$ cat src/rtl/lander_burn_scheduler_if.sv
// Bus between the switch/datapath side and the lander burn scheduler.
// The master side drives tick, the pilot switches and the datapath readback.
// The slave side is the scheduler, which returns the burn command and the flight phase.
interface lander_burn_scheduler_if #(
   parameter int NBITS_COMBUST = 8,
   parameter int NBITS_VELOCID = 12,
   parameter int NBITS_ALTURA  = 12
);
   logic                     tick;
   logic [6:0]               pilot_burn;
   logic                     auto_en;
   logic [NBITS_ALTURA-1:0]  altura;
   logic [NBITS_VELOCID-1:0] velocidade;
   logic [NBITS_COMBUST-1:0] combustivel;
   logic [6:0]               burn_cmd;
   logic [1:0]               burn_src;
   logic [1:0]               state;
   logic                     landed;
   logic                     crashed;
   logic [7:0]               burn_count;

   modport master (
      output tick, pilot_burn, auto_en, altura, velocidade, combustivel,
      input  burn_cmd, burn_src, state, landed, crashed, burn_count
   );

   modport slave (
      input  tick, pilot_burn, auto_en, altura, velocidade, combustivel,
      output burn_cmd, burn_src, state, landed, crashed, burn_count
   );
endinterface

$ cat src/rtl/lander_burn_scheduler.sv
// Lander burn scheduler: arbitrates pilot and autopilot burn requests, clamps
// them to the available fuel, and tracks the flight phase through touchdown.
// Optional build macro FUEL_RESERVE_EN: pilot burns may not dip below
// RESERVE_FUEL; autopilot burns still use all remaining fuel.
module lander_burn_scheduler #(
   parameter int NBITS_COMBUST = 8,
   parameter int NBITS_VELOCID = 12,
   parameter int NBITS_ALTURA  = 12,
   parameter int BRAKE_ALT     = 100,
   parameter int SAFE_VEL      = 15,
   parameter int BRAKE_BURN    = 10,
   parameter int HOLDOFF       = 3,
   parameter int RESERVE_FUEL  = 20
) (
   input logic clk_2,
   input logic reset,
   lander_burn_scheduler_if.slave bus
);

   typedef enum logic [1:0] {
      FLIGHT  = 2'b00,
      BRAKE   = 2'b01,
      LANDED  = 2'b10,
      CRASHED = 2'b11
   } phase_t;

   localparam int HOLD_W = (HOLDOFF < 1) ? 1 : $clog2(HOLDOFF + 1);
`ifdef FUEL_RESERVE_EN
   localparam int PILOT_RESERVE = RESERVE_FUEL;
`else
   localparam int PILOT_RESERVE = 0;
`endif

   localparam logic signed [NBITS_VELOCID-1:0] NEG_SAFE_VEL = NBITS_VELOCID'(-SAFE_VEL);
   localparam logic [NBITS_ALTURA-1:0]  ALT_BRAKE    = NBITS_ALTURA'(BRAKE_ALT);
   localparam logic [NBITS_COMBUST-1:0] FUEL_RESERVE = NBITS_COMBUST'(PILOT_RESERVE);
   localparam logic [6:0]               AUTO_BURN    = 7'(BRAKE_BURN);
   localparam logic [HOLD_W-1:0]        HOLD_LOAD    = HOLD_W'(HOLDOFF);

   phase_t                   state_reg, state_next;
   logic [6:0]               burn_cmd_reg, burn_cmd_next;
   logic [1:0]               burn_src_reg, burn_src_next;
   logic [7:0]               burn_count_reg, burn_count_next;
   logic [HOLD_W-1:0]        holdoff_reg, holdoff_next;

   logic                     fast_descent;
   logic                     touchdown;
   logic                     brake_zone;
   logic                     terminal;
   logic [NBITS_COMBUST-1:0] pilot_limit;
   logic [NBITS_COMBUST-1:0] limit;
   logic [6:0]               request;
   logic [1:0]               request_src;
   logic [6:0]               clamped;

   // min(request, fuel limit) evaluated at a width that fits both operands
   function automatic logic [6:0] clamp_burn(input logic [6:0] req,
                                             input logic [NBITS_COMBUST-1:0] lim);
      logic [31:0] req_w;
      logic [31:0] lim_w;
      req_w = 32'(req);
      lim_w = 32'(lim);
      return (req_w <= lim_w) ? req : 7'(lim);
   endfunction

   assign fast_descent = $signed(bus.velocidade) < NEG_SAFE_VEL;
   assign touchdown    = (bus.altura == '0);
   assign brake_zone   = (bus.altura <= ALT_BRAKE);
   assign terminal     = (state_reg == LANDED) || (state_reg == CRASHED);
   assign pilot_limit  = (bus.combustivel > FUEL_RESERVE) ? bus.combustivel - FUEL_RESERVE : '0;

   // Registered phase, burn command and counters; everything moves only on tick
   always_ff @(posedge clk_2) begin
      if (!reset) begin
         state_reg      <= FLIGHT;
         burn_cmd_reg   <= '0;
         burn_src_reg   <= 2'b00;
         burn_count_reg <= '0;
         holdoff_reg    <= '0;
      end else begin
         state_reg      <= state_next;
         burn_cmd_reg   <= burn_cmd_next;
         burn_src_reg   <= burn_src_next;
         burn_count_reg <= burn_count_next;
         holdoff_reg    <= holdoff_next;
      end
   end

   // Phase transitions and burn arbitration, both from the current registered phase
   always_comb begin
      state_next      = state_reg;
      burn_cmd_next   = burn_cmd_reg;
      burn_src_next   = burn_src_reg;
      burn_count_next = burn_count_reg;
      holdoff_next    = holdoff_reg;
      request         = '0;
      request_src     = 2'b00;
      limit           = bus.combustivel;
      clamped         = '0;

      if (bus.tick) begin
         // touchdown outranks every other transition; terminal phases never leave
         if (!terminal) begin
            if (touchdown) begin
               state_next = fast_descent ? CRASHED : LANDED;
            end else if (state_reg == FLIGHT) begin
               if (bus.auto_en && brake_zone && fast_descent) state_next = BRAKE;
            end else begin
               if (!bus.auto_en || !fast_descent) state_next = FLIGHT;
            end
         end

         // pilot always wins; autopilot waits out the holdoff after a pilot burn
         if (!terminal) begin
            if (bus.pilot_burn != '0) begin
               request      = bus.pilot_burn;
               request_src  = 2'b01;
               limit        = pilot_limit;
               holdoff_next = HOLD_LOAD;
            end else begin
               if ((state_reg == BRAKE) && (holdoff_reg == '0)) begin
                  request     = AUTO_BURN;
                  request_src = 2'b10;
               end
               if (holdoff_reg != '0) holdoff_next = holdoff_reg - 1'b1;
            end
         end

         clamped       = clamp_burn(request, limit);
         burn_cmd_next = clamped;
         burn_src_next = (clamped == '0) ? 2'b00 : request_src;
         if ((clamped != '0) && (burn_count_reg != 8'hFF)) begin
            burn_count_next = burn_count_reg + 8'd1;
         end
      end
   end

   assign bus.burn_cmd   = burn_cmd_reg;
   assign bus.burn_src   = burn_src_reg;
   assign bus.state      = state_reg;
   assign bus.landed     = (state_reg == LANDED);
   assign bus.crashed    = (state_reg == CRASHED);
   assign bus.burn_count = burn_count_reg;

endmodule

$ cat src/flat_wrapper.sv
// flat-port wrapper written by rule: the top's interface ports become plain ports
module lander_burn_scheduler_flat 
#(
   parameter int NBITS_COMBUST = 8,
   parameter int NBITS_VELOCID = 12,
   parameter int NBITS_ALTURA  = 12,
   parameter int BRAKE_ALT     = 100,
   parameter int SAFE_VEL      = 15,
   parameter int BRAKE_BURN    = 10,
   parameter int HOLDOFF       = 3,
   parameter int RESERVE_FUEL  = 20
)
  (clk_2, reset, bus_tick, bus_pilot_burn, bus_auto_en, bus_altura, bus_velocidade, bus_combustivel, bus_burn_cmd, bus_burn_src, bus_state, bus_landed, bus_crashed, bus_burn_count);
  lander_burn_scheduler_if #(.NBITS_COMBUST(NBITS_COMBUST), .NBITS_VELOCID(NBITS_VELOCID), .NBITS_ALTURA(NBITS_ALTURA)) bus_i ();
  input logic clk_2;
  input logic reset;
  input wire logic [$bits(bus_i.tick)-1:0] bus_tick;
  input wire logic [$bits(bus_i.pilot_burn)-1:0] bus_pilot_burn;
  input wire logic [$bits(bus_i.auto_en)-1:0] bus_auto_en;
  input wire logic [$bits(bus_i.altura)-1:0] bus_altura;
  input wire logic [$bits(bus_i.velocidade)-1:0] bus_velocidade;
  input wire logic [$bits(bus_i.combustivel)-1:0] bus_combustivel;
  output wire logic [$bits(bus_i.burn_cmd)-1:0] bus_burn_cmd;
  output wire logic [$bits(bus_i.burn_src)-1:0] bus_burn_src;
  output wire logic [$bits(bus_i.state)-1:0] bus_state;
  output wire logic [$bits(bus_i.landed)-1:0] bus_landed;
  output wire logic [$bits(bus_i.crashed)-1:0] bus_crashed;
  output wire logic [$bits(bus_i.burn_count)-1:0] bus_burn_count;
  assign bus_i.tick = bus_tick;
  assign bus_i.pilot_burn = bus_pilot_burn;
  assign bus_i.auto_en = bus_auto_en;
  assign bus_i.altura = bus_altura;
  assign bus_i.velocidade = bus_velocidade;
  assign bus_i.combustivel = bus_combustivel;
  assign bus_burn_cmd = bus_i.burn_cmd;
  assign bus_burn_src = bus_i.burn_src;
  assign bus_state = bus_i.state;
  assign bus_landed = bus_i.landed;
  assign bus_crashed = bus_i.crashed;
  assign bus_burn_count = bus_i.burn_count;
  lander_burn_scheduler #(.NBITS_COMBUST(NBITS_COMBUST), .NBITS_VELOCID(NBITS_VELOCID), .NBITS_ALTURA(NBITS_ALTURA), .BRAKE_ALT(BRAKE_ALT), .SAFE_VEL(SAFE_VEL), .BRAKE_BURN(BRAKE_BURN), .HOLDOFF(HOLDOFF), .RESERVE_FUEL(RESERVE_FUEL)) u_core (.clk_2(clk_2), .reset(reset), .bus(bus_i));
endmodule
$ cat config.mk
export PLATFORM = sky130hd
export DESIGN_NAME = lander_burn_scheduler_flat
export DESIGN_NICKNAME = d
export VERILOG_FILES = /design/src/rtl/lander_burn_scheduler_if.sv /design/src/rtl/lander_burn_scheduler.sv /design/src/flat_wrapper.sv
export SDC_FILE = /design/constraint.sdc
export NUM_CORES = 1
export LEC_CHECK = 0
export BUFFER_PORTS_ARGS = -buffer_cell sky130_fd_sc_hd__buf_4
export CORE_MARGIN = 3
export CORE_UTILIZATION = 48
export DETAILED_ROUTE_END_ITERATION = 10
export HOLD_SLACK_MARGIN = 0.12
export PLACE_DENSITY = 0.8
export SYNTH_ARGS = -nofsm -noshare
export SYNTH_HDL_FRONTEND = slang
export SYNTH_SLANG_ARGS = --single-unit
$ cat constraint.sdc
create_clock -name clk_2 -period 4.6 [get_ports clk_2]
set_input_delay 1.15 -clock clk_2 [delete_from_list [all_inputs] [get_ports clk_2]]
set_output_delay 1.15 -clock clk_2 [all_outputs]
set_load 0.01 [all_outputs]
==> flow_summary_export.csv, run 1 <==
group,metric,value,unit
status,status,"completed",
setup_path,required,4840,ps
route,dr_total_vias,1617,
sta,setup_violations,0,
clock_tree,clkSinkCount,21,
sta,fin_crit_sh,85.35,%
route,drtPass1Iterations,4,
logic_synthesis,synth_cell_types,44,
floorplanning,num_rows,20,
sta,hold_viol,0,
pwr,power_density,197.2,nW/um^2
logic_synthesis,synth_seq_area_share,26.92,%
logic_synthesis,avgSynthCellArea,7.926,sq um
clock_tree,cts_made_buffers,3,
finish,synthToLayoutAreaGrowth,31.73,%
logic_synthesis,synth_edf_count,0,
finish,diodes,0,
route,first_iter_violations,73,
sta,hold_ws,506.2,ps
global_route,first_global_vias,1493,
clock_tree,path_clk_slew,130,ps
setup_path,critPathCaptureType,"register",
global_route,track_usage,20.10,%
logic_synthesis,synth-async-reset-ratio,0,%
finish,final_common_cell,"buf_4",
global_route,grt_pass1_wl,6492,microns
route,drcViolationCount,0,
floorplanning,die_y,63.04,microns
floorplanning,die_area,3973,sq um
clock_tree,cts_resized,0,
setup_path,critPathKind,"in -> reg",
setup_path,start_kind,"input port",
global_route,met2_usage,34.65,%
sta,fmax,254.7,MHz
global_route,grt_max_degree,33,
logic_synthesis,netlist_area,1561,sq um
sta,min_period,3926,ps
clock_tree,clk_latency,320,ps
sta,worst_slew_pin_slew,868.1,ps
finish,largest_reg_flops,8,
finish,nFillCells,295,
floorplanning,start_util,50.73,%
clock_tree,post_cts_buffers,0,
global_route,use_met1,24.56,%
floorplanning,core_area,3078,sq um
setup_path,cp_max_fo,5,
global_route,antenna_found_initial,0,
route,routed_wl,3936,microns
clock_tree,cts_tree,"yes",
sta,max_slew_margin,41.74,%
route,routed_via_density,5.372,
hold_path,worst_hold_path_type,"reg -> reg",
sta,fin_worst_skew,13.19,ps
setup_path,cp_data_arrival_time,4170,ps
finish,nets,310,
floorplanning,dieWidth,63.04,microns
logic_synthesis,ys.flop_type,"dfxtp_1",
logic_synthesis,postSynthCellCount,197,
clock_tree,clock_path_buffers,2,
finish,final_layout_size_suffix_gt1_share,29.18,%
run,cap_viol_max_count,0,
global_route,grtUsageMet3,4.856,%
pwr,leakage,0.9842,nW
sta,rsz0062_at_grt,"no",
placed_design,place.gp.congestion,0.7895,
clock_tree,cts_max_level,1,
clock_tree,cts_hold_buf,0,
placed_design,dp_hpwl,3103,microns
floorplanning,io_pins,64,
route,wl_per_cell,13.08,microns
logic_synthesis,syn_nets,249,
sta,final.setup.tns,0,ps
sta,slew_violations,0,
route,drtAntennaViolNets,0,
finish,final_cell_mix,"65 x buf_4, 27 x nand2_1, 21 x dfxtp_1, 14 x nor3_1, 14 x mux2i_1",
global_route,busiest_layer,"met2",
pwr,vdd_drop_max,0.0001164,V
logic_synthesis,ys_warn_count,0,
placed_design,port_buffers,63,
clock_tree,clockRootBuffer,"clkbuf_4",
logic_synthesis,ys_seq_elements,21,
global_route,overflow,0,
[power by group]
group	switching (mW)	total [mW]	internal, mW
clock	0.0604	0.0944	0.0339
combinational	0.0545	0.113	0.0589
sequential	0.00650	0.198	0.191
total	0.121	0.406	0.284
[through the flow]
step	instance area [sq um]	cells	power [mW]	setup WS (ps)	utilization [%]
2_1_floorplan	1562	197	0.2626	720.1	-
5_1_grt	2057	301	0.4292	457.9	66.83
3_5_place_dp	2031	297	0.3159	396.7	65.98
3_3_place_gp	2031	297	0.3134	450.5	65.98
6_report	2057	301	0.4056	674.0	66.83
4_1_cts	2057	301	0.4109	727.9	66.83
[worst max-delay path: stages]
cell,delay [ps]
buf_4,110
or4_4,540
nor4_4,250
a31oi_1,140
nor2_1,200
ha_1,280
nor2b_1,140
o211ai_1,200
a211o_1,180
nand2_1,140
o31ai_1,580
mux2i_1,240
[cells in the mapped netlist, types with 3 or more instances]
cell type  instances  area, sq um
a21oi_1            8        40.04
a31oi_1            7        43.79
clkbuf_1           4        15.01
dfxtp_1           21        420.4
ha_1               9        112.6
inv_1             11        41.29
mux2i_1           14        140.1
nand2_1           27        101.4
nand2b_1           9        56.30
nand3_1            8        40.04
nand4_1            3        18.77
nor2_1             9        33.78
nor2b_1            6        37.54
nor3_1            14        70.07
nor4_1             3        18.77
o21ai_0            9        45.04
[layer usage]
| layer | part of all wire (%) | vias up |
|---|---|---|
| li1 | - | 833 |
| met1 | 45 | 732 |
| met2 | 48 | 47 |
| met3 | 5.8 | 5 |
| met4 | 0.89 | 0 |
| met5 | 0 | - |
[path summary, 6_finish.rpt]
check,end,from,slack (ps),cells past startpoint
worst max-delay path,u_core.bus.burn_count[1],bus_pilot_burn[1],670,12
worst min-delay path,u_core.bus.burn_count[6],u_core.bus.burn_count[6],510,2
worst max register to register,u_core.bus.burn_count[3],u_core.holdoff_reg[0],1600,13
worst min register to register,u_core.bus.burn_count[6],u_core.bus.burn_count[6],510,2
[layout make-up]
type / count / area, sq um / share of cell area [%]
multi-input cells: 156 / 1026 / 49.88
repair buffers: 65 / 488.0 / 23.72
flip-flops and latches: 21 / 420.4 / 20.44
well taps: 44 / 55.05 / 2.676
inverters: 11 / 41.29 / 2.007
clock buffers: 4 / 26.28 / 1.277
[cell families after synthesis]
kind of cell	count (synthesis)	synth area share (%)
fa+ha+maj	9	7.212
compound gates	41	16.99
mux	14	8.974
simple gates	92	32.53
flops	21	26.92
buf+inv	20	7.371
Note: power is estimated with default switching activity, not from simulation.
==> run 2, diff against run 1 <==
Settings changed: CORE_UTILIZATION 48 to 40, PLACE_DENSITY 0.8 to 0.68, REMOVE_ABC_BUFFERS set to 1.
==> flow_summary_export.csv, run 2 (synthesized netlist as in run 1, its figures left out) <==
group,metric,value,unit
sta,setup_violations,0,
placed_design,dp_cells,301,
finish,final_cell_mix,"65 x buf_4, 27 x nand2_1, 21 x dfxtp_1, 14 x nor3_1, 14 x mux2i_1",
finish,nFillCells,388,
global_route,grt_pass1_wl,6279,microns
floorplanning,num_rows,22,
floorplanning,die_y,68.48,microns
route,routed_via_density,5.184,
sta,min_period,3869,ps
global_route,first_global_vias,1397,
placed_design,port_buffers,63,
sta,max_slew_margin,43.17,%
finish,largest_reg_flops,8,
floorplanning,io_pins,64,
clock_tree,clk_latency,260,ps
clock_tree,cts_tree,"yes",
finish,fin_cells,305,
setup_path,start_kind,"input port",
clock_tree,clkSinkCount,21,
sta,fin_crit_sh,84.11,%
pwr,vdd_drop_max,0.0001432,V
clock_tree,clock_path_buffers,2,
pwr,power_frac_seq,45.4,%
setup_path,critPathCaptureType,"register",
global_route,antenna_found_initial,0,
finish,final_common_cell,"buf_4",
route,first_iter_violations,50,
route,routed_wl,3888,microns
floorplanning,die_area,4690,sq um
hold_path,worst_hold_path_type,"reg -> reg",
pwr,clockPowerShare,28.6,%
sta,fin_worst_skew,6.566,ps
setup_path,cp_max_fo,5,
global_route,track_usage,17.22,%
floorplanning,core_area,3716,sq um
pwr,switching_share,28.72,%
finish,nets,310,
sta,slew_violations,0,
run,cap_viol_max_count,0,
global_route,grt_max_degree,33,
clock_tree,cts_made_buffers,3,
clock_tree,path_clk_slew,80,ps
global_route,overflow,0,
hold_path,holdPathStages,2,
route,drtPass1Iterations,4,
clock_tree,cts_resized,0,
pwr,power_density,209.3,nW/um^2
clock_tree,post_cts_buffers,0,
pwr,leakage,0.9947,nW
route,drtAntennaViolNets,0,
finish,diodes,0,
route,wl_per_cell,12.75,microns
clock_tree,clockRootBuffer,"clkbuf_8",
sta,final.setup.tns,0,ps
route,drcViolationCount,0,
sta,hold_viol,0,
setup_path,r2r_cells,13,
setup_path,required,4800,ps
pwr,combinationalPowerShare,26.0,%
setup_path,cp_data_arrival_time,4070,ps
placed_design,dp_hpwl,3106,microns
pwr,finalPower,0.4357,mW
floorplanning,start_util,42.02,%
pwr,p_sw,0.1251,mW
sta,fmax,258.5,MHz
finish,synthToLayoutAreaGrowth,33.33,%
status,status,"completed",
placed_design,place.gp.congestion,0.7931,
floorplanning,dieWidth,68.48,microns
pwr,p_int,0.3105,mW
clock_tree,cts_max_level,1,
clock_tree,cts_hold_buf,0,
setup_path,critPathKind,"in -> reg",
sta,worst_slew_pin_slew,846.8,ps
sta,rsz0062_at_grt,"no",
route,dr_total_vias,1581,
finish,final_layout_size_suffix_gt1_share,29.57,%
-- run 2: cell count changes in the layout (fill, tap and decap cells not counted), sizes merged --
cell / change
clkbuf: -1
clkinv: +1
-- run 2: worst max-delay path: stages --
cell,delay [ps]
buf_4,110
or4_4,540
or4_4,490
a21oi_2,170
ha_1,270
nand4_1,110
nor2_1,80
or3_1,370
nand2_1,180
buf_4,180
mux2i_1,220
mux2i_1,190
-- run 2: routing by layer --
metal	up-vias	global-route usage, %	wire, microns
li1	829	-	-
met1	696	23.77	1896
met2	52	26.58	1729
met3	4	3.941	246
met4	0	4.715	17
met5	-	0	0
-- run 2: final cells by class --
cell class                      instances  area [sq um]  share of cell area, %
Multi-Input combinational cell        156          1026                  49.28
Timing Repair Buffer                   65         488.0                  23.44
Sequential cell                        21         420.4                  20.19
Tap cell                               48         60.06                  2.885
Clock buffer                            3         41.29                  1.983
Inverter                               11         41.29                  1.983
Clock inverter                          1         5.005                 0.2404
-- run 2: stage by stage --
step                      hold slack, ps  util (%)  area [sq um]  setup slack [ps]
after floorplan                    471.9         -          1488             667.6
after global placement             480.5     54.78          2036             490.5
after detailed placement           486.6     54.78          2036             464.8
after CTS                          498.6     56.03          2082             732.3
after global routing               522.1     56.03          2082             529.9
final                              494.1     56.03          2082             731.1
-- run 2: path summary, 6_finish.rpt --
path,slack (ps),endpoint,from
setup / recovery,730,u_core.bus.burn_count[3],bus_pilot_burn[1]
hold / removal,490,u_core.bus.burn_count[6],u_core.bus.burn_count[6]
setup reg to reg,1640,u_core.bus.burn_count[3],u_core.holdoff_reg[0]
hold reg to reg,490,u_core.bus.burn_count[6],u_core.bus.burn_count[6]
-- run 2: power groups by stage --
stage,clock (mW),combinational [mW],sequential (mW)
after floorplan,0,0.0479,0.205
after global placement,0,0.113,0.202
after detailed placement,0,0.113,0.202
after CTS,0.128,0.114,0.198
after global routing,0.134,0.126,0.199
final,0.125,0.113,0.198
==> run 3, diff against run 2 <==
Clock period 4.6 ns to 3.84 ns, I/O delays scaled along.
==> flow_summary_export.csv, run 3 (synthesized netlist as in run 1, its figures left out) <==
group,metric,value,unit
pwr,clockPowerShare,27.7,%
global_route,grt_max_degree,33,
placed_design,placed_cell_area,2086,sq um
sta,min_period,3570,ps
sta,fmax,280.1,MHz
global_route,first_global_vias,1480,
pwr,combinationalPowerShare,27.2,%
route,drtAntennaViolNets,0,
clock_tree,path_clk_slew,80,ps
finish,largest_reg_flops,8,
pwr,power_density,246.3,nW/um^2
floorplanning,num_rows,22,
clock_tree,clockRootBuffer,"clkbuf_8",
sta,worst_slew_pin_slew,845.7,ps
sta,final.setup.tns,0,ps
clock_tree,clock_path_buffers,2,
clock_tree,cts_tree,"yes",
sta,max_slew_margin,43.24,%
setup_path,required,4030,ps
global_route,grt_pass1_wl,6430,microns
global_route,track_usage,17.70,%
finish,design_area,2131,sq um
sta,fin_crit_sh,92.96,%
floorplanning,die_y,68.48,microns
floorplanning,dieWidth,68.48,microns
sta,rsz0062_at_grt,"no",
floorplanning,die_area,4690,sq um
placed_design,dp_hpwl,3079,microns
floorplanning,start_util,42.02,%
global_route,antenna_found_initial,0,
route,drtPass1Iterations,4,
route,drcViolationCount,0,
pwr,finalPower,0.5247,mW
pwr,p_sw,0.1456,mW
finish,fin_cells,310,
floorplanning,io_pins,64,
pwr,leakage,1.020,nW
route,routed_via_density,5.165,
finish,synthToLayoutAreaGrowth,36.46,%
route,dr_total_vias,1601,
sta,hold_viol,0,
setup_path,cp_max_fo,5,
clock_tree,cts_resized,0,
finish,nets,315,
route,wl_per_cell,12.41,microns
setup_path,start_kind,"input port",
hold_path,worst_hold_path_type,"reg -> reg",
pwr,switching_share,27.76,%
finish,diodes,0,
sta,layout_setup_ws,270.4,ps
clock_tree,cts_max_level,1,
finish,final_common_cell,"buf_4",
status,status,"completed",
setup_path,cp_data_arrival_time,3760,ps
clock_tree,clk_latency,260,ps
pwr,vdd_drop_max,0.0002289,V
pwr,power_frac_seq,45.1,%
placed_design,dp_cells,306,
run,cap_viol_max_count,0,
clock_tree,cts_made_buffers,3,
route,routed_wl,3848,microns
placed_design,place.gp.congestion,0.8144,
sta,slew_violations,0,
route,first_iter_violations,78,
setup_path,critPathCaptureType,"register",
clock_tree,post_cts_buffers,0,
clock_tree,cts_hold_buf,0,
finish,final_layout_size_suffix_gt1_share,30.53,%
clock_tree,clkSinkCount,21,
finish,final_cell_mix,"69 x buf_4, 27 x nand2_1, 21 x dfxtp_1, 14 x nor3_1, 14 x mux2i_1",
sta,setup_violations,0,
placed_design,dp_slack,1.096,ps
sta,fin_worst_skew,1.770,ps
global_route,overflow,0,
placed_design,port_buffers,63,
floorplanning,core_area,3716,sq um
setup_path,critPathKind,"in -> reg",
pwr,p_int,0.3791,mW
run 3: critical path: stages:
cell,delay (ps)
buf_4,120
or4_4,520
or4_4,490
a21oi_2,180
ha_1,270
nand4_1,110
nor2_1,50
or3_1,360
nand2_1,160
buf_12,140
mux2i_1,220
mux2i_1,190
run 3: through the flow:
stage	hold WS (ps)	utilization (%)
floorplan	471.9	-
global placement	472.4	56.13
detailed placement	477.0	56.13
CTS	490.3	57.34
global route	502.7	57.34
finish	488.7	57.34
run 3: worst paths after layout:
path         cells past startpoint  slack, ps                        to                     start
min reg2reg                      2        490  u_core.bus.burn_count[6]  u_core.bus.burn_count[6]
max reg2reg                     13        970  u_core.bus.burn_count[7]     u_core.holdoff_reg[0]
max                             12        270  u_core.bus.burn_count[7]         bus_pilot_burn[1]
min                              2        490  u_core.bus.burn_count[6]  u_core.bus.burn_count[6]
run 3: area by class of cell:
type / instances / area, sq um
clock buffers: 4 / 45.04
fillers: 371 / 1585
inverters: 11 / 41.29
multi-input cells: 156 / 1026
flip-flops and latches: 21 / 420.4
well taps: 48 / 60.06
repair buffers: 70 / 538.0
run 3: power groups by stage:
stage / sequential, mW / combinational (mW) / clock [mW]
5_1_grt: 0.238 / 0.160 / 0.160
4_1_cts: 0.237 / 0.143 / 0.152
3_5_place_dp: 0.242 / 0.143 / 0
6_report: 0.237 / 0.143 / 0.145
2_1_floorplan: 0.245 / 0.0574 / 0
3_3_place_gp: 0.242 / 0.142 / 0
run 3: per-layer routing:
layer | part of all wire (%) | GRT usage [%] | up-vias
met2 | 45 | 27.77 | 42
met1 | 49 | 24.68 | 710
met5 | 0 | 0 | -
li1 | - | - | 847
met4 | 0.68 | 2.978 | 0
met3 | 6.0 | 4.269 | 2
